$ cat src/rtl/div_sequencer_if.sv
// Operand/result bundle between the EX stage and the iterative divider.
// Latency: none, wires only.
// Backpressure: the divider raises stall; EX holds its operands while it is high.
interface div_sequencer_if #(
  parameter int WIDTH = 32
);
  logic             start;
  logic             flush;
  logic [1:0]       op;
  logic [WIDTH-1:0] a;
  logic [WIDTH-1:0] b;
  logic             busy;
  logic             stall;
  logic             done;
  logic [WIDTH-1:0] result;

  // EX stage side: issues ops and consumes results.
  modport master (
    output start, flush, op, a, b,
    input  busy, stall, done, result
  );

  // Divider side.
  modport slave (
    input  start, flush, op, a, b,
    output busy, stall, done, result
  );
endinterface

$ cat src/rtl/div_sequencer.sv
// Iterative restoring divider for DIV/DIVU/REM/REMU beside the EX-stage ALU.
// Latency: WIDTH+1 cycles start->done; 1 cycle for divide-by-zero and signed overflow.
// Backpressure: stall holds the pipeline while launching/running; starts while busy are dropped.
module div_sequencer #(
  parameter int WIDTH = 32
) (
  input logic           clk,
  input logic           reset,
  div_sequencer_if.slave bus
);
  localparam int               CW       = (WIDTH > 1) ? $clog2(WIDTH) : 1;
  localparam logic [CW-1:0]    LAST     = CW'(WIDTH - 1);
  localparam logic [CW-1:0]    CNT_ONE  = CW'(1);
  localparam logic [WIDTH-1:0] ONE      = WIDTH'(1);
  localparam logic [WIDTH-1:0] ALL_ONES = '1;
  localparam logic [WIDTH-1:0] MIN_NEG  = {1'b1, {(WIDTH-1){1'b0}}};
  localparam logic [WIDTH+1:0] ONE_EXT  = (WIDTH+2)'(1);

  typedef enum logic [1:0] {
    IDLE = 2'd0,
    RUN  = 2'd1,
    DONE = 2'd2
  } state_t;

  state_t state, state_nxt;

  // Latched op context and iteration registers.
  logic [1:0]       op_q;
  logic             a_neg;
  logic             b_neg;
  logic [WIDTH-1:0] dividend;
  logic [WIDTH-1:0] divisor;
  logic [WIDTH-1:0] rem;
  logic [WIDTH-1:0] quot;
  logic [CW-1:0]    cnt;
  // stage carries the value shown during DONE; result_q is what is held afterwards.
  logic [WIDTH-1:0] stage;
  logic [WIDTH-1:0] result_q;

  // Launch decode from the live operands.
  logic             launch;
  logic             op_signed;
  logic             op_rem;
  logic             div_zero;
  logic             ovf;
  logic             special;
  logic [WIDTH-1:0] a_mag;
  logic [WIDTH-1:0] b_mag;
  logic [WIDTH-1:0] special_val;

  assign launch    = (state == IDLE) & bus.start & ~bus.flush;
  assign op_signed = ~bus.op[0];
  assign op_rem    = bus.op[1];
  assign div_zero  = (bus.b == '0);
  assign ovf       = op_signed & (bus.a == MIN_NEG) & (bus.b == ALL_ONES);
  assign special   = div_zero | ovf;
  assign a_mag     = (op_signed & bus.a[WIDTH-1]) ? (~bus.a + ONE) : bus.a;
  assign b_mag     = (op_signed & bus.b[WIDTH-1]) ? (~bus.b + ONE) : bus.b;
  assign special_val = div_zero ? (op_rem ? bus.a : ALL_ONES)
                                : (op_rem ? '0 : MIN_NEG);

  // One restoring step. The shifted remainder keeps its top bit so divisors
  // above half range still compare correctly; carry-out of A + ~B + 1 = no borrow.
  logic [WIDTH:0]   rem_sh;
  logic [WIDTH+1:0] trial;
  logic             no_borrow;
  logic             trial_unused;
  logic [WIDTH-1:0] rem_nxt;
  logic [WIDTH-1:0] quot_nxt;
  logic             q_neg;
  logic             r_neg;
  logic [WIDTH-1:0] final_q;
  logic [WIDTH-1:0] final_r;
  logic [WIDTH-1:0] final_val;

  assign rem_sh       = {rem, dividend[WIDTH-1]};
  assign trial        = {1'b0, rem_sh} + {1'b0, ~{1'b0, divisor}} + ONE_EXT;
  assign no_borrow    = trial[WIDTH+1];
  assign trial_unused = trial[WIDTH];
  assign rem_nxt      = no_borrow ? trial[WIDTH-1:0] : rem_sh[WIDTH-1:0];
  assign quot_nxt     = {quot[WIDTH-2:0], no_borrow};
  assign q_neg        = ~op_q[0] & (a_neg ^ b_neg);
  assign r_neg        = ~op_q[0] & a_neg;
  assign final_q      = q_neg ? (~quot_nxt + ONE) : quot_nxt;
  assign final_r      = r_neg ? (~rem_nxt + ONE) : rem_nxt;
  assign final_val    = op_q[1] ? final_r : final_q;

  // State register; reset overrides everything.
  always_ff @(posedge clk) begin
    if (reset) state <= IDLE;
    else       state <= state_nxt;
  end

  // Next state and handshake outputs; flush always returns to IDLE.
  always_comb begin
    state_nxt  = state;
    bus.busy   = (state != IDLE);
    bus.stall  = launch | (state == RUN);
    bus.done   = (state == DONE) & ~bus.flush;
    bus.result = result_q;
    if (bus.done) bus.result = stage;
    case (state)
      IDLE: if (launch) state_nxt = special ? DONE : RUN;
      RUN: begin
        if (bus.flush)        state_nxt = IDLE;
        else if (cnt == LAST) state_nxt = DONE;
      end
      DONE:    state_nxt = IDLE;
      default: state_nxt = IDLE;
    endcase
  end

  // Datapath: latch operands on launch, iterate in RUN, commit result when DONE is not flushed.
  always_ff @(posedge clk) begin
    if (reset) begin
      op_q     <= '0;
      a_neg    <= 1'b0;
      b_neg    <= 1'b0;
      dividend <= '0;
      divisor  <= '0;
      rem      <= '0;
      quot     <= '0;
      cnt      <= '0;
      stage    <= '0;
      result_q <= '0;
    end else begin
      case (state)
        IDLE: begin
          if (launch) begin
            op_q     <= bus.op;
            a_neg    <= op_signed & bus.a[WIDTH-1];
            b_neg    <= op_signed & bus.b[WIDTH-1];
            dividend <= a_mag;
            divisor  <= b_mag;
            rem      <= '0;
            quot     <= '0;
            cnt      <= '0;
            if (special) stage <= special_val;
          end
        end
        RUN: begin
          if (!bus.flush) begin
            dividend <= dividend << 1;
            rem      <= rem_nxt;
            quot     <= quot_nxt;
            cnt      <= cnt + CNT_ONE;
            if (cnt == LAST) stage <= final_val;
          end
        end
        DONE: begin
          if (!bus.flush) result_q <= stage;
        end
        default: ;
      endcase
    end
  end
endmodule
$ cat src/flat_wrapper.sv
// flat-port wrapper written by rule: the top's interface ports become plain ports
module div_sequencer_flat 
#(
  parameter int WIDTH = 32
)
  (clk, reset, bus_start, bus_flush, bus_op, bus_a, bus_b, bus_busy, bus_stall, bus_done, bus_result);
  div_sequencer_if #(.WIDTH(WIDTH)) bus_i ();
  input logic clk;
  input logic reset;
  input wire logic [$bits(bus_i.start)-1:0] bus_start;
  input wire logic [$bits(bus_i.flush)-1:0] bus_flush;
  input wire logic [$bits(bus_i.op)-1:0] bus_op;
  input wire logic [$bits(bus_i.a)-1:0] bus_a;
  input wire logic [$bits(bus_i.b)-1:0] bus_b;
  output wire logic [$bits(bus_i.busy)-1:0] bus_busy;
  output wire logic [$bits(bus_i.stall)-1:0] bus_stall;
  output wire logic [$bits(bus_i.done)-1:0] bus_done;
  output wire logic [$bits(bus_i.result)-1:0] bus_result;
  assign bus_i.start = bus_start;
  assign bus_i.flush = bus_flush;
  assign bus_i.op = bus_op;
  assign bus_i.a = bus_a;
  assign bus_i.b = bus_b;
  assign bus_busy = bus_i.busy;
  assign bus_stall = bus_i.stall;
  assign bus_done = bus_i.done;
  assign bus_result = bus_i.result;
  div_sequencer #(.WIDTH(WIDTH)) u_core (.clk(clk), .reset(reset), .bus(bus_i));
endmodule
$ cat config.mk
export PLATFORM = sky130hd
export DESIGN_NAME = div_sequencer_flat
export DESIGN_NICKNAME = d
export VERILOG_FILES = /design/src/rtl/div_sequencer_if.sv /design/src/rtl/div_sequencer.sv /design/src/flat_wrapper.sv
export SDC_FILE = /design/constraint.sdc
export NUM_CORES = 1
export LEC_CHECK = 0
export CAP_MARGIN = 0
export CORE_UTILIZATION = 40
export DETAILED_ROUTE_END_ITERATION = 8
export PLACE_DENSITY = 0.55
export SYNTH_ARGS = -nofsm -noshare
export SYNTH_HDL_FRONTEND = slang
export SYNTH_SLANG_ARGS = --single-unit
$ cat constraint.sdc
create_clock -name clk -period 7.75 [get_ports clk]
set_clock_uncertainty 0.15 [all_clocks]
set_input_delay 0.775 -clock clk [delete_from_list [all_inputs] [get_ports clk]]
set_output_delay 0.775 -clock clk [all_outputs]
set_load 0.1 [all_outputs]
==> results.toml <==
[synthesis]
ys_types = 85
synth.most_common_cell = "nor2_1"
synth_compound_area_frac = 0.242
async_reset_ff_frac = 0
synth_top_area_cell = "dfxtp_1"
synth_area_leaders = "dfxtp_1, nor2_1, a21oi_1, xnor2_1, nand2_1"
synthMuxAreaShare = 0.0467
syn_inst = 1752
synth_top_area_frac = 0.300
synthSimpleGateAreaFrac = 0.235
ys_top_cells_by_count = "nor2_1, dfxtp_1, a21oi_1, nand2_1, clkbuf_1"
syn_nets = 1862
syn_area_mm2 = 0.0135
synth-seq-area-share = 0.300
synth_xor_area_frac = 0.0876
yosysWarnings = 0
synth_top_family_by_area = "compound AO/OA/AOI/OAI gates"
synth_enable_flop_cells = 0
ys_ff_latch = 202
synth-main-ff-cell = "dfxtp_1"
avgSynthCellArea_um2 = 7.70
synth_adder_area_share = 0.0376

[global_route]
grt.met3_usage = 0.0270
grt.overflow.total = 0
grt_max_degree = 90
grtUsageMet2 = 0.404
antenna_found_initial = 0
grtUsageMet1 = 0.391
busiest_layer = "met2"
grt_usage = 0.263
grt_pass1_wl_um = 70500
grt_pass1_vias = 12100

[finish]
diodes = 0
drive_gt1_frac = 0.0728
syn_to_final_growth_pct = 16.0
fillers = 3354
layout.nets = 1894
fin_cells = 2242

[clock_tree]
cts_sinks = 202
cts_buffers = 26
cts_setup_buffers = 0
cts_tree = "done"
ctsHoldBuffers = 0
clock_path_buffers = 3
cts-root-buf = "clkbuf_16"
path_clk_slew_ns = 0.06
ctsHtreeMaxLevel = 1
worstSkewPairLatency_ns = 0.53
cts_resized = 0

[die]
row_count = 66
core-area_mm2 = 0.0329
die-area_mm2 = 0.0345
start_util = 0.411
io_pins = 105
die_height_um = 186
die_x_um = 186

[detailed_routing]
wl_per_cell_um = 20.4
dr.pass1.iters = 6
vias = 13200
vias_per_cell = 5.90
antenna_left = 0
drt_wl_total_um = 45700
post-route-drc-count = 0
first_iter_violations = 1306

[sta]
tns_ns = 0
whs_ns = 0.312
fmax_mhz = 173
period_share = 0.744
fin_crit_ns = 5.77
finalSetupViolations = 0
rsz0062_at_grt = "false"
slew_headroom = 0.159
tightestPinTransition_ns = 1.26
report.final.slew_viol_count = 0
final_hold_viol_count = 0

[setup_path]
worstPathRequired_ns = 8.03
start_kind = "flip-flop"
cp-end-kind = "flip-flop"
arrival_ns = 6.04
crit_fanout = 49
critPathKind = "flip-flop to flip-flop"

[pwr]
ir_worst_vdd_uv = 134
power_density_mw_per_mm2 = 181
p_leak_nw = 5.63

[placed_design]
portBuffers = 104
dpl.hpwl_um = 33700
gp_congestion = 0.908
dp.cells = 2198

[worst_hold_path]
hold_path.class = "flip-flop to flip-flop"

[outcome]
outcome = "complete, no violations"

[job]
cap_violations = 0
==> stage by stage <==
stage,utilization,instance area (um^2),worst slack [ns],total power [mW]
2_1_floorplan,-,13500,2.09,1.44
3_3_place_gp,0.450,14800,2.12,1.60
3_5_place_dp,0.450,14800,1.96,1.61
4_1_cts,0.476,15700,2.13,2.85
5_1_grt,0.476,15700,1.73,2.94
6_report,0.476,15700,1.98,2.83
==> layout make-up <==
cell class	count	area, um^2	area share
Timing Repair Buffer	122	1180	0.0752
Clock buffer	34	762	0.0487
Clock inverter	10	109	0.00695
Inverter	54	203	0.0129
Multi-Input combinational cell	1378	8810	0.563
Sequential cell	202	4040	0.258
Tap cell	442	553	0.0353
==> sequential cells by signal, summed over array words and instances, names as in the netlist <==
register,flops
u_core.rem,32
u_core.divisor,32
u_core.a_neg,1
u_core.b_neg,1
u_core.dividend,32
u_core.state,2
u_core.cnt,5
u_core.quot,31
u_core.op_q,2
u_core.result_q,32
u_core.stage,32
==> where the power goes <==
group / switching, mW / total, mW / internal [mW]
Clock: 0.482 / 1.23 / 0.752
Sequential: 0.0153 / 1.08 / 1.06
Combinational: 0.331 / 0.514 / 0.184
==> placed cells by master, fill, tap and decap left out, types with 43 or more instances in the layout <==
cell / synthesis / layout
a211oi_1: 43 / 43
a21oi_1: 154 / 154
clkdlybuf4s50_1: 0 / 103
dfxtp_1: 202 / 202
inv_1: 54 / 54
nand2_1: 139 / 139
nand3_1: 44 / 44
nor2_1: 240 / 239
nor2b_1: 47 / 46
o21ai_0: 73 / 73
xnor2_1: 78 / 78
xor2_1: 57 / 57
==> layer usage <==
layer  share of wire  wire, um
met5               0         0
met4           0.022       995
met3           0.054      2470
met2            0.43     19700
met1            0.49     22500
==> final timing paths <==
path | startpoint | end | slack [ns] | depth (start not counted)
setup / recovery | u_core.rem[6] | u_core.stage[31] | 1.98 | 15
hold / removal | u_core.cnt[4] | u_core.cnt[4] | 0.31 | 2
setup reg to reg | u_core.rem[6] | u_core.stage[31] | 1.98 | 15
hold reg to reg | u_core.cnt[4] | u_core.cnt[4] | 0.31 | 2
==> kinds of logic (layout without fill, tap and decap cells) <==
logic type | Yosys count | count (layout)
muxes | 58 | 58
adders and majority gates | 40 | 40
buffers and inverters | 172 | 220
AOI/OAI and AO/OA | 487 | 487
DFF | 202 | 202
and+or+nand+nor | 658 | 658
xor gates and xnor gates | 135 | 135
==> critical path, stage by stage (launching register included) <==
cell and delay (ns):
dfxtp_1 0.38, ha_1 0.42, nand2_1 0.18, nor2_1 0.41, o211a_4 0.29, o311ai_4 0.16
nand2_2 0.19, buf_4 0.52, inv_1 0.42, buf_4 0.31, o31a_1 0.34, or4_4 0.60
nor4_4 0.37, nand3_2 0.14, or4_1 0.52, a41o_1 0.24
Power figures use the tool's default switching activity.
